===== config.mk =====
export PLATFORM = sky130hd
export DESIGN_NAME = unpacker_reader
export DESIGN_NICKNAME = d
export VERILOG_FILES = /design/src/rtl/unpacker_pkg.sv /design/src/rtl/unpacker_fifo2.sv /design/src/rtl/unpacker_reader.sv
export SDC_FILE = /design/constraint.sdc
export NUM_CORES = 1
export LEC_CHECK = 0
export CAP_MARGIN = 20
export CORE_UTILIZATION = 47
export CTS_CLUSTER_DIAMETER = 150
export DETAILED_ROUTE_END_ITERATION = 16
export PLACE_DENSITY_LB_ADDON = 0.25
export REMOVE_ABC_BUFFERS = 1
export SYNTH_ARGS = -nofsm -noshare
export SYNTH_HDL_FRONTEND = slang
export SYNTH_SLANG_ARGS = --single-unit

===== constraint.sdc =====
create_clock -name clk -period 7.8 [get_ports clk]
set_input_delay 1.56 -clock clk [delete_from_list [all_inputs] [get_ports clk]]
set_output_delay 1.56 -clock clk [all_outputs]
set_load 0.1 [all_outputs]

===== src/rtl/unpacker_pkg.sv =====
// Shared definitions for the SRAM-to-PE-array unpacking read path:
// lane count, lane/word width relation and the reader FSM states.
package unpacker_pkg;

  localparam int LANES = 16;

  typedef enum logic [1:0] {
    IDLE  = 2'd0,
    READ  = 2'd1,
    DRAIN = 2'd2
  } state_t;

  // A word must split into exactly LANES lanes of lane_w bits.
  function automatic bit lane_cfg_ok(input int lane_w, input int mem_bw);
    return (lane_w > 0) && (mem_bw == LANES * lane_w);
  endfunction

endpackage


===== src/rtl/unpacker_fifo2.sv =====
// Two-entry first-word-fall-through register FIFO; the head entry is
// always visible on dout and a push becomes visible the cycle after.
module unpacker_fifo2 #(
  parameter int WIDTH = 128
) (
  input  logic             clk,
  input  logic             rst,
  input  logic             push,
  input  logic             pop,
  input  logic [WIDTH-1:0] din,
  output logic [WIDTH-1:0] dout,
  output logic [1:0]       count,
  output logic             empty,
  output logic             full
);

  logic [WIDTH-1:0] mem_reg [2];
  logic             wr_ptr_reg;
  logic             rd_ptr_reg;
  logic [1:0]       count_reg;
  logic             push_ok;
  logic             pop_ok;

  // A push into a full FIFO is only legal when the head leaves in the same cycle.
  assign pop_ok  = pop && (count_reg != 2'd0);
  assign push_ok = push && ((count_reg != 2'd2) || pop_ok);

  always_ff @(posedge clk) begin
    if (rst) begin
      for (int i = 0; i < 2; i++) begin
        mem_reg[i] <= '0;
      end
      wr_ptr_reg <= 1'b0;
      rd_ptr_reg <= 1'b0;
      count_reg  <= 2'd0;
    end else begin
      if (push_ok) begin
        mem_reg[wr_ptr_reg] <= din;
        wr_ptr_reg          <= ~wr_ptr_reg;
      end
      if (pop_ok) begin
        rd_ptr_reg <= ~rd_ptr_reg;
      end
      count_reg <= count_reg + {1'b0, push_ok} - {1'b0, pop_ok};
    end
  end

  assign dout  = mem_reg[rd_ptr_reg];
  assign count = count_reg;
  assign empty = (count_reg == 2'd0);
  assign full  = (count_reg == 2'd2);

endmodule


===== src/rtl/unpacker_reader.sv =====
// Streams a run of SRAM words into a 2-entry FWFT buffer and presents each
// word downstream as 16 lanes over valid/ready, one word per cycle when ready.
module unpacker_reader
  import unpacker_pkg::*;
#(
  parameter int IO_DATA_WIDTH = 8,
  parameter int MEM_BW        = 128,
  parameter int ADDR_WIDTH    = 16,
  parameter int CNT_WIDTH     = 16
) (
  input  logic                           clk,
  input  logic                           rst,
  input  logic                           start,
  input  logic [ADDR_WIDTH-1:0]          base_addr,
  input  logic [CNT_WIDTH-1:0]           num_words,
  output logic                           busy,
  output logic                           done,
  output logic                           mem_re,
  output logic [ADDR_WIDTH-1:0]          mem_addr,
  input  logic [MEM_BW-1:0]              mem_rdata,
  output logic [LANES*IO_DATA_WIDTH-1:0] inputs_out,
  output logic                           out_valid,
  input  logic                           out_ready
);

  state_t                state_reg, state_next;
  logic [ADDR_WIDTH-1:0] addr_reg;
  logic [CNT_WIDTH-1:0]  total_reg;
  logic [CNT_WIDTH-1:0]  issued_reg;
  logic [CNT_WIDTH-1:0]  delivered_reg;
  logic                  inflight_reg;
  logic                  zero_done_reg;

  logic [MEM_BW-1:0]     fifo_head;
  logic [1:0]            fifo_count;
  logic                  fifo_empty;
  logic                  fifo_full;
  logic                  pop;
  logic                  issue;
  logic                  credit_ok;
  logic                  accept;
  logic                  accept_zero;
  logic                  last_issue;
  logic                  drain_done;
  logic [2:0]            occ_after;

  assign pop         = !fifo_empty && out_ready;
  assign accept      = (state_reg == IDLE) && start && (num_words != '0);
  assign accept_zero = (state_reg == IDLE) && start && (num_words == '0);

  // Occupancy once this cycle's pop leaves and the in-flight word lands;
  // counting the pop lets a new read go out every cycle while draining.
  assign occ_after  = {1'b0, fifo_count} + {2'b0, inflight_reg} - {2'b0, pop};
  assign credit_ok  = (occ_after < 3'd2) && !(fifo_full && !pop);
  assign issue      = (state_reg == READ) && credit_ok;
  assign last_issue = issue && ((issued_reg + CNT_WIDTH'(1)) == total_reg);
  assign drain_done = (state_reg == DRAIN) && fifo_empty && !inflight_reg &&
                      (delivered_reg == total_reg);

  always_ff @(posedge clk) begin
    if (rst) begin
      state_reg <= IDLE;
    end else begin
      state_reg <= state_next;
    end
  end

  always_comb begin
    state_next = state_reg;
    unique case (state_reg)
      IDLE:    if (accept) state_next = READ;
      READ:    if (last_issue) state_next = DRAIN;
      DRAIN:   if (drain_done) state_next = IDLE;
      default: state_next = IDLE;
    endcase
  end

  always_comb begin
    busy     = (state_reg != IDLE);
    done     = drain_done || zero_done_reg;
    mem_re   = issue;
    mem_addr = '0;
    if (issue) begin
      mem_addr = addr_reg;
    end
  end

  always_ff @(posedge clk) begin
    if (rst) begin
      addr_reg      <= '0;
      total_reg     <= '0;
      issued_reg    <= '0;
      delivered_reg <= '0;
      inflight_reg  <= 1'b0;
      zero_done_reg <= 1'b0;
    end else begin
      inflight_reg  <= issue;
      zero_done_reg <= accept_zero;
      if (accept) begin
        addr_reg      <= base_addr;
        total_reg     <= num_words;
        issued_reg    <= '0;
        delivered_reg <= '0;
      end else begin
        if (issue) begin
          addr_reg   <= addr_reg + ADDR_WIDTH'(1);
          issued_reg <= issued_reg + CNT_WIDTH'(1);
        end
        if (pop) begin
          delivered_reg <= delivered_reg + CNT_WIDTH'(1);
        end
      end
    end
  end

  // The SRAM word returns exactly one cycle after mem_re, so it is pushed
  // on the in-flight flag alone; reset clearing the flag drops a stale return.
  unpacker_fifo2 #(
    .WIDTH (MEM_BW)
  ) u_fifo (
    .clk   (clk),
    .rst   (rst),
    .push  (inflight_reg),
    .pop   (pop),
    .din   (mem_rdata),
    .dout  (fifo_head),
    .count (fifo_count),
    .empty (fifo_empty),
    .full  (fifo_full)
  );

  assign out_valid = !fifo_empty;

  if (lane_cfg_ok(IO_DATA_WIDTH, MEM_BW)) begin : g_lanes
    for (genvar gi = 0; gi < LANES; gi++) begin : g_lane
      assign inputs_out[gi*IO_DATA_WIDTH +: IO_DATA_WIDTH] =
        fifo_head[gi*IO_DATA_WIDTH +: IO_DATA_WIDTH];
    end
  end else begin : g_cfg_bad
    assign inputs_out = '0;
  end

endmodule


==> results of run 1 <==
## metrics by stage
stage	area, um^2	total power [W]	utilization, %	std cells
3_3_place_gp	18500	0.00466	59.9	1834
2_1_floorplan	14600	0.00406	-	1112
3_5_place_dp	18500	0.00468	59.9	1835
4_1_cts	19600	0.00630	63.5	1900
5_1_grt	19700	0.00645	63.6	1903
6_report	19700	0.00625	63.6	1904
## metal layers
layer  GRT usage, %  vias to the layer above  wire [um]
met4           6.09                        0        737
li1               -                     4752          -
met2           35.9                      327      17200
met3           3.94                       59       2320
met1           27.7                     4851      14700
met5              0                        -          0
## worst max-delay path: stages
cell             delay (ps)
clkdlybuf4s50_1         500
o21ai_1                 120
inv_2                   150
ha_1                    240
inv_1                    70
nand2_1                  70
fa_1                    490
o211ai_1                 80
buf_4                   220
inv_1                   670
nand2_1                 310
inv_1                   180
buf_12                  180
## cell type report
| type | instances | area, um^2 | area share [%] |
|---|---|---|---|
| antenna | 4 | 10.0 | 0.0509 |
| clock buffer | 43 | 958 | 4.88 |
| clock inverter | 22 | 168 | 0.853 |
| inverter | 12 | 45.0 | 0.229 |
| multi-input combinational | 771 | 5450 | 27.7 |
| sequential | 329 | 9150 | 46.6 |
| tap | 396 | 495 | 2.52 |
| timing repair buffer | 327 | 3370 | 17.2 |
## report_power, final
group          total, W  switching, W  internal, W
Combinational   0.00247       0.00180     0.000666
Sequential      0.00216     0.0000981      0.00206
Clock           0.00162      0.000672     0.000948
## synth_stat cells, drive strengths merged (5+ instances only)
| cell type | count |
|---|---|
| a211oi | 10 |
| a21oi | 25 |
| a31oi | 5 |
| and2 | 271 |
| and3 | 6 |
| buf | 16 |
| clkbuf | 52 |
| dfxtp | 73 |
| edfxtp | 256 |
| ha | 6 |
| inv | 12 |
| mux2 | 128 |
| nand2 | 68 |
| nand3 | 16 |
| nand4 | 18 |
| nor2 | 59 |
| nor3 | 8 |
| nor4 | 16 |
| o21ai | 12 |
| or3 | 9 |
| xnor2 | 30 |
| xor2 | 46 |
## kinds of logic after synthesis
group                      after synthesis
buffers and inverters                   80
adders and majority gates                7
muxes                                  128
AOI/OAI and AO/OA                       71
xor gates and xnor gates                76
and+or+nand+nor                        489
DFF                                    329
## worst min-delay path by stage
stage,from,endpoint,cells past startpoint
after global routing,addr_reg[14],addr_reg[14],2
after global placement,addr_reg[14],addr_reg[14],2
after CTS,addr_reg[14],addr_reg[14],2
final,addr_reg[14],addr_reg[14],2
after floorplan,addr_reg[14],addr_reg[14],2
after detailed placement,addr_reg[14],addr_reg[14],2
==> results.md, run 1 <==
- Top_reg_cell synth: edfxtp_1
- Area leader, netlist: edfxtp_1
- Area growth from synthesis to final layout: 31.9%
- Final nets: 1,649
- Largest family of logic cells by synthesized area: simple AND/OR/NAND/NOR gates
- CTS Root Cell: clkbuf_16
- FF+latch count, synth: 329
- Post-route clock period utilization: 82.5%
- Avg Inst Size Synth: 12.6 um^2
- Vias: 9,989
- PD cells: 318 mW/mm^2
- Critical path type: in2out
- Via density: 5.25
- Die W: 180 um
- Io pins: 312
- Final hold vios: 0
- Hpwl dp: 22,900 um
- Latest clock arrival within the worst-skew pair: 500 ps
- DRC: 0
- Reg2Reg Setup Slack: 3930 ps
- Seq/Total Area, Yosys: 61.4%
- XOR/XNOR Fraction of Synth Area: 4.59%
- R2R cell count: 13
- Clock tree from TritonCTS: done
- Maximum clock frequency: 155 MHz
- DRT Pass-1 Iters: 5
- Mux cell area share after synthesis: 9.67%
- Synth area leaders: edfxtp_1 52%, and2_1 11%, dfxtp_1 9.8%
- Layout cells sized above 1: 15.4%
- Max FFs per register: 256
- Mapped Area: 0.0149 mm^2
- Port bufs: 311
- Slew Limit Fails: 0
- CP max FO: 29
- Final Worst Setup Slack: 1370 ps
- CTS Buf Count: 37
- Synth Area in Simple Gates: 18.5%
- EDFF count, synth: 256
- Adder-cell share of the synthesized area: 0.638%
- Commonest non-fill, non-tap cell in the layout: clkdlybuf4s50_1
- CTS Hold Bufs: 0
- Die ar.: 0.0324 mm^2
- Mapped Cells: 1,180
- Critical Path AT: 4870 ps
- # setup viols final: 0
- Worst Setup End Kind: output pin
- Post-route ant nets: 0
- Leakage: 7.29 nW
- Routed WL per cell: 18.4 um
- Clock sink count: 329
- Pin count of the biggest net entering global routing: 109
- Vias in the first global route: 9,741
- Dpl ws: 1360 ps
- Worst vdd ir: 0.152 mV
- Most frequent cells in the layout: 293 x clkdlybuf4s50_1, 271 x and2_1, 256 x edfxtp_1
- Post-synthesis compound-gate area fraction: 3.00%
- Synth top area share: 51.6%
- Post-Route Skew: 11.3 ps
- Critical path startpoint: out_ready
- Ys async rst share: 0%
- Fill cells: 2,412
- Syn. warnings: 0
- Die H: 180 um
- FF-to-FF End: state_reg[0]
- Core ar.: 0.0309 mm^2
- GRT overflow: 0
- Global-route wire length before repair: 54,000 um
- Hold Path Class: reg2reg
- Setup TNS: 0 ps
- Status: finished clean
- Critical Path RT: 6240 ps
- Synth cell types: 51
- 1st-iter DRT viols: 657
- CTS max path bufs: 3
- Tmin final: 6430 ps
- PostCTS Resize Cnt: 0
- Drt total wl: 35,000 um
- RR Startpoint: u_fifo.count[1]
- RSZ-0062 raised after global routing: false
- Reg clk slew, reported paths: 50 ps
- Gr usage total: 21.2%
- Final GP Congestion: 0.878
- Worst Tran Pin Value: 1060 ps
- Post-CTS setup buffers: 0
- Starting Density: 48.2%
- Relative slew margins: 29.0%
- Num rows: 64
- # Max-Cap Violations: 0
- CP endpoint: mem_addr[2]
- # H-tree levels: 2
- Startpoint Class: primary input
- Fin Hold WS: 479 ps
- Initial antenna violation count: 4
(Power assumes the default switching activity.)
==> inputs of run 2 (changes only) <==
- clock period: 7.8 -> 5.4 ns (I/O delays scaled with it)
==> run 2 against run 1 <==
Compared with the run above:
- flip-flop and latch count unchanged
- sequential share of layout area about the same
- via count down 0.94%
- clock-buffer cell count up 7
- largest power group unchanged
- highest routed layer unchanged
==> results.md, run 2 (same netlist as run 1, synthesis figures left out) <==
- CP max FO: 17
- Layout cells sized above 1: 15.2%
- Post-Route Skew: 21.5 ps
- Via density: 5.21
- Die H: 180 um
- CTS Hold Bufs: 0
- Critical Path AT: 4030 ps
- Post-route clock period utilization: 94.7%
- Top sig layer: met4
- Die W: 180 um
- Final hold vios: 0
- Final nets: 1,650
- Final GP Congestion: 0.855
- Critical Path RT: 4320 ps
- DRC: 0
- PD cells: 456 mW/mm^2
- Status: finished clean
- Internal Power: 0.00525 W
- Num rows: 64
- Maximum clock frequency: 196 MHz
- RSZ-0062 raised after global routing: false
- Commonest non-fill, non-tap cell in the layout: clkdlybuf4s50_1
- Worst Setup End Kind: output pin
- Met3 WL: 2390 um
- Post-route ant nets: 0
- Pin count of the biggest net entering global routing: 100
- Relative slew margins: 27.6%
- Clock tree from TritonCTS: done
- Post-CTS setup buffers: 0
- Startpoint Class: primary input
- Wl on met1: 14,600 um
- Area growth from synthesis to final layout: 31.8%
- Drt total wl: 35,200 um
- Core ar.: 0.0309 mm^2
- Logic pwr share: 40.4%
- CTS Root Cell: clkbuf_16
- CTS max path bufs: 3
- Leakage: 7.28 nW
- Slew Limit Fails: 0
- Most frequent cells in the layout: 293 x clkdlybuf4s50_1, 271 x and2_1, 256 x edfxtp_1
- Sequential power share: 34.7%
- Critical path type: in2out
- Vias in the first global route: 9,784
- Worst vdd ir: 0.243 mV
- Worst Tran Pin Value: 1080 ps
- Gr usage total: 21.6%
- Hold Path Class: reg2reg
- PostCTS Resize Cnt: 0
- Initial antenna violation count: 2
- Latest clock arrival within the worst-skew pair: 510 ps
- Port bufs: 311
- Die ar.: 0.0324 mm^2
- Routed WL per cell: 18.5 um
- Fin Hold WS: 483 ps
- Max FFs per register: 256
- Switching Fraction: 41.3%
- DRT Pass-1 Iters: 5
- Core Util, Final: 63.5%
- Clock sink count: 329
- # Max-Cap Violations: 0
- Global-route wire length before repair: 55,100 um
- Io pins: 312
- Metal2 WL: 17,300 um
- Reg clk slew, reported paths: 50 ps
- Tmin final: 5110 ps
- Clock power frac: 24.9%
- Hpwl dp: 23,200 um
- Starting Density: 48.2%
- CTS Buf Count: 36
- 1st-iter DRT viols: 783
- P_sw: 0.00370 W
- GRT overflow: 0
- Vias: 9,895
- # H-tree levels: 2
- # setup viols final: 0
[run 2: through the flow]
stage	setup TNS [ps]	std cells	power [W]	setup WS, ps	area (um^2)
2_1_floorplan	-783320	1112	0.00587	-2640	14600
3_3_place_gp	0	1837	0.00677	339	18600
3_5_place_dp	0	1837	0.00680	273	18600
4_1_cts	0	1897	0.00903	268	19600
5_1_grt	0	1898	0.00926	117	19600
6_report	0	1899	0.00896	288	19600
[run 2: power by group through the flow]
stage	Sequential, W	Combinational, W	Clock, W
2_1_floorplan	0.00319	0.00268	0
3_3_place_gp	0.00315	0.00362	0
3_5_place_dp	0.00316	0.00363	0
4_1_cts	0.00311	0.00364	0.00228
5_1_grt	0.00313	0.00374	0.00239
6_report	0.00311	0.00362	0.00223
[run 2: final timing paths]
| kind | start | to | slack (ps) | cells past startpoint |
|---|---|---|---|---|
| worst min-delay path | addr_reg[14] | addr_reg[14] | 480 | 2 |
| worst max-delay path | out_ready | mem_addr[2] | 290 | 13 |
| worst min register to register | addr_reg[14] | addr_reg[14] | 480 | 2 |
| worst max register to register | u_fifo.count[1] | state_reg[0] | 1850 | 13 |
[run 2: per-layer routing]
metal | track usage, % | vias to the layer above
met3 | 4.45 | 59
met1 | 28.0 | 4771
met4 | 6.39 | 0
met2 | 36.5 | 312
li1 | - | 4753
met5 | 0 | -
[run 2: worst max-delay path, stage by stage]
cell and delay, ps:
clkdlybuf4s50_1 450, o21ai_1 180, inv_2 130, ha_1 290
inv_1 80, nand2_1 70, fa_1 390, o211a_1 140
o211ai_1 350, inv_1 320, nand2_1 270, inv_1 100
buf_12 170
[run 2: area by class of cell]
cell class | count | area, um^2
flip-flops and latches | 329 | 9150
repair buffers | 329 | 3440
clock buffers | 50 | 995
clock inverters | 10 | 61.3
multi-input cells | 771 | 5450
well taps | 396 | 495
inverters | 12 | 45.0
fillers | 2410 | 11300
diodes | 2 | 5.00
==> RTL change 1: new RTL, flow settings as in run 1 <==
The 3 states of `state_t` get a one-hot encoding in 3 bits.
--- a/src/rtl/unpacker_pkg.sv
+++ b/src/rtl/unpacker_pkg.sv
@@ -6,6 +6,6 @@
 
-  typedef enum logic [1:0] {
-    IDLE  = 2'd0,
-    READ  = 2'd1,
-    DRAIN = 2'd2
+  typedef enum logic [2:0] {
+    IDLE  = 3'b001,
+    READ  = 3'b010,
+    DRAIN = 3'b100
   } state_t;
Function: same outputs for any inputs over 4 cycles, from zero or initial values and one cycle with rst high; so few cycles prove little.
==> RTL change 1 against run 1 <==
Hold slack better by 0.034 ns; sequential share of layout area up 0.22 points; setup slack lost 0.27 ns; cell count up 0.42%; first-iteration DRC count shrank 0.61%; synthesized area rose by 0.47%; sequential cell count up 1; power shrank 4.4%; cell area is 0.25% lower; register-to-register slack got worse by 0.17 ns; routed wire length up 2.0%; critical path type unchanged; critical endpoint is now mem_addr[10]; largest cell class unchanged; largest power group unchanged.
==> RTL change 1: results (changes against run 1) <==
- Critical Path End: mem_addr[10]
- Syn. warnings: 0 (unchanged)
- Clock-pin slew on the worst setup and hold paths: 0.05 ns (about the same)
- Post-synth top cells: and2_1, edfxtp_1, mux2_2
- Hold crit path type: reg -> reg
- Max VDD drop: 0.2528 mV (+66%)
- GRT met2 Usage: 35.35% (-0.51 points)
- First-pass GRT wire length: 55420 um (+2.6%)
- Routability cong.: 0.8599 (-2.1%)
- Placed cell areas: 0.01841 mm^2 (-0.60%)
- Fillers: 2424 (+0.50%)
- All-layer global routing usage: 21.62% (+0.46 points)
- Nets: 1655 (+0.36%)
- Cts hold-fix bufs: 0 (unchanged)
- Status: finished clean
- Routed vias: 10066 (+0.77%)
- Drt total wl: 35680 um (+2.0%)
- Vias in the first global route: 9790 (+0.50%)
- Met3 GRT Util: 4.224% (+0.28 points)
- Root buffer cell: clkbuf_16
- Critical Path AT: 5.14 ns (+0.27 ns)
- CTS resizes: 0 (unchanged)
- GR Util met1: 29.10% (+1.4 points)
- First-pass DRT Iterations: 5 (unchanged)
- Mapped Avg Cell Area: 12.58 um^2 (-0.37%)
- LEAKAGE: 7.273 nW (-0.24%)
- Largest net degree at the start of global routing: 129 (+18%)
- Share of the yosys chip area belonging to registers: 61.26% (-0.15 points)
- Cell-internal power: 0.003583 W (-2.5%)
- Share of layout cells above drive strength 1: 14.62% (-0.74 points)
- Placed cell count: 1841 (+0.33%)
- Reg2reg setup slack: 3.76 ns (-0.17 ns)
- R2r endpoint: state_reg[1]
- R2r worst-path depth: 13 (unchanged)
- Critical path peak fanout: 16 (-45%)
- Number of distinct library cells after synthesis: 55 (+7.8%)
- Htree depth: 2 (unchanged)
- Clock skew: 0.007176 ns (-0.004173 ns)
- Max-slew headroom: 25.15% (-3.8 points)
- DR iter-0 viols: 653 (-0.61%)
- Initial antenna violation count: 5 (+1)
- Synth top area cells: edfxtp_1, and2_1, dfxtp_1
- DP HPWL: 23000 um (+0.48%)
- EDFF count, synth: 256 (unchanged)
- Non-filler cells, final: 1912 (+0.42%)
-- RTL change 1: cell count changes after synthesis, moves of 4 or more --
cell,before,now
xnor2_1,29,39
buf_2,12,3
nor2_1,59,67
xor2_1,46,39
nand2_1,68,63
inv_1,11,15
-- RTL change 1: power groups by stage --
stage	Combinational (W)	Clock [W]	Sequential (W)
finish	0.00226	0.00165	0.00207
global route	0.00232	0.00176	0.00208
CTS	0.00227	0.00169	0.00207
detailed placement	0.00226	0	0.00211
global placement	0.00225	0	0.00210
floorplan	0.00170	0	0.00214
-- RTL change 1: kinds of logic (layout without fill, tap and decap cells) --
kind of cell	Yosys count	count (layout)	share of synthesized area, %
other	0	4	0
buffers and inverters	82	404	2.157
AO/OA/AOI/OAI	70	70	3.018
multiplexers	130	130	9.772
flip-flops	330	330	61.26
XOR/XNOR	78	78	4.564
AND/OR/NAND/NOR	494	494	18.68
adder cells (fa/ha/maj)	6	6	0.5517
-- RTL change 1: area by class of cell --
class	count	area share, %
flip-flops and latches	330	46.79
clock buffers	51	5.425
diodes	4	0.05106
inverters	15	0.2872
well taps	396	2.527
repair buffers	323	16.36
clock inverters	15	0.4978
multi-input cells	778	28.06
-- RTL change 1: how the worst min path moves through the flow --
stage	start	endpoint	slack, ns	cells past startpoint
detailed placement	addr_reg[1]	addr_reg[1]	0.49	2
floorplan	addr_reg[1]	addr_reg[1]	0.46	2
finish	addr_reg[1]	addr_reg[1]	0.51	2
CTS	addr_reg[1]	addr_reg[1]	0.51	2
global route	addr_reg[1]	addr_reg[1]	0.52	2
global placement	addr_reg[1]	addr_reg[1]	0.49	2
-- RTL change 1: metal layers --
layer / share of wire (%) / up-vias
met5: 0 / -
met2: 48 / 297
met3: 6.1 / 48
li1: - / 4778
met1: 44 / 4943
met4: 2.0 / 0
-- RTL change 1: through the flow --
stage	total power (W)	TNS, ns	worst slack (ns)	utilization, %
CTS	0.006022	0	1.113	63.14
global route	0.006159	0	0.8655	63.26
global placement	0.004355	0	1.226	59.39
floorplan	0.003836	-472.91	-3.695	-
detailed placement	0.004365	0	1.134	59.39
finish	0.005977	0	1.095	63.26
-- RTL change 1: worst max-delay path, stage by stage --
cell and delay, ns:
clkdlybuf4s50_1 0.54, o21a_1 0.36, ha_1 0.30, inv_1 0.08
nand2_1 0.07, fa_1 0.39, o211a_1 0.16, o21ai_2 0.58
nor2_1 0.11, clkdlybuf4s50_1 1.00
==> RTL change 2: new RTL, config.mk and constraints of run 1 <==
Made on the original files. `CNT_WIDTH`: 16 -> 32.
--- a/src/rtl/unpacker_reader.sv
+++ b/src/rtl/unpacker_reader.sv
@@ -8,3 +8,3 @@
   parameter int ADDR_WIDTH    = 16,
-  parameter int CNT_WIDTH     = 16
+  parameter int CNT_WIDTH     = 32
 ) (
Ports: changed (resized num_words); port bits go from 312 to 328. The function was not compared with the original's and may differ.
==> RTL change 2 against run 1 <==
Sequential cell count up 48; sequential power up 15%; power up 21%; via count up 23%; setup slack better by 0.068 ns; clock power up 19%; routed wire length up 25%; register-to-register slack worse by 0.18 ns; combinational power up 27%; count of clock-buffer cells in the layout up 16; synthesized area up 18%; die area up 18%; cell area up 15%; critical path type unchanged.
==> RTL change 2: results (changes against run 1) <==
- Max-slew headroom: 24.42% (-4.6 points)
- Vias in the first global route: 12221 (+25%)
- LEAKAGE: 8.398 nW (+15%)
- All-layer global routing usage: 22.53% (+1.4 points)
- Share of layout cells above drive strength 1: 13.13% (-2.2 points)
- Port Buffer Count: 327 (+5.1%)
- First-pass DRT Iterations: 4 (-1)
- Initial antenna violation count: 6 (+2)
- Xor and xnor fraction of the mapped netlist area: 7.001% (+2.4 points)
- Via/cell ratio: 5.305 (+1.1%)
- Largest net degree at the start of global routing: 129 (+18%)
- Drt total wl: 43790 um (+25%)
- Hold_sp: total_reg[25]
- Share of the yosys chip area belonging to registers: 57.32% (-4.1 points)
- Nets: 2004 (+22%)
- First-pass GRT wire length: 67270 um (+24%)
- Reg2reg setup slack: 3.75 ns (-0.18 ns)
- Worst-Skew Late Latency: 0.57 ns (+0.07 ns)
- Critical Path AT: 4.81 ns (-0.06 ns)
- DR iter-0 viols: 698 (+6.2%)
- Status: finished clean
- R2r worst-path depth: 15 (+2)
- Slowest cell delay on critical path: 0.54 ns (-0.13 ns)
- DP HPWL: 29250 um (+28%)
- R2r endpoint: state_reg[1]
- Num CTS Buffers: 42 (+14%)
- Routability cong.: 0.8506 (-3.1%)
- Synth Area in Adders: 0.5391% (-0.099 points)
- Post-synthesis compound-gate area fraction: 3.646% (+0.65 points)
- Synth top area cells: edfxtp_1, dfxtp_1, and2_1
- Hold endpoint: total_reg[25]
- Dpl ws: 1.440 ns (+0.08293 ns)
## RTL change 2: power breakdown
part	total (W)	switching, W	internal, W
combinational	0.00313	0.00231	0.000824
clock	0.00192	0.000804	0.00112
sequential	0.00248	0.000134	0.00235
## RTL change 2: metal layers
| metal | vias to the layer above | GRT usage (%) | routed length (um) |
|---|---|---|---|
| met3 | 82 | 4.848 | 3261 |
| met2 | 378 | 38.23 | 21180 |
| met4 | 8 | 8.304 | 1293 |
| met5 | - | 0 | 50 |
| li1 | 5899 | - | - |
| met1 | 5946 | 28.31 | 18000 |
## RTL change 2: worst max-delay path by stage
stage	to	from	cells past startpoint
2_1_floorplan	u_fifo.mem_reg[1][0]	out_ready	3
3_3_place_gp	mem_re	out_ready	11
3_5_place_dp	mem_re	out_ready	11
4_1_cts	mem_re	out_ready	11
5_1_grt	mem_re	out_ready	11
6_report	mem_re	out_ready	11
## RTL change 2: through the flow
step           cells  area, um^2  hold slack (ns)  setup TNS (ns)
2_1_floorplan   1432       17230           0.4565         -148.72
3_3_place_gp    2240       21200           0.4945               0
3_5_place_dp    2240       21200           0.4930               0
4_1_cts         2318       22530           0.5002               0
5_1_grt         2320       22540           0.5320               0
6_report        2321       22550           0.4997               0
## RTL change 2: layout make-up
| class | count | area share, % |
|---|---|---|
| multi-input combinational | 1043 | 31.53 |
| sequential | 377 | 44.86 |
| timing repair buffer | 341 | 14.90 |
| inverter | 12 | 0.1998 |
| clock inverter | 19 | 0.7270 |
| antenna | 2 | 0.02220 |
| clock buffer | 59 | 5.172 |
| tap | 468 | 2.597 |
## RTL change 2: kinds of logic after synthesis
| group | Yosys count |
|---|---|
| compound gates | 101 |
| buf+inv | 107 |
| simple gates | 664 |
| xor+xnor | 141 |
| flops | 377 |
| mux | 130 |
| fa+ha+maj | 7 |
## RTL change 2: tightest hold or removal path: stages, from the launching register on
cell	delay, ns
dfxtp_1	0.34
nand2_1	0.06
a21oi_1	0.05
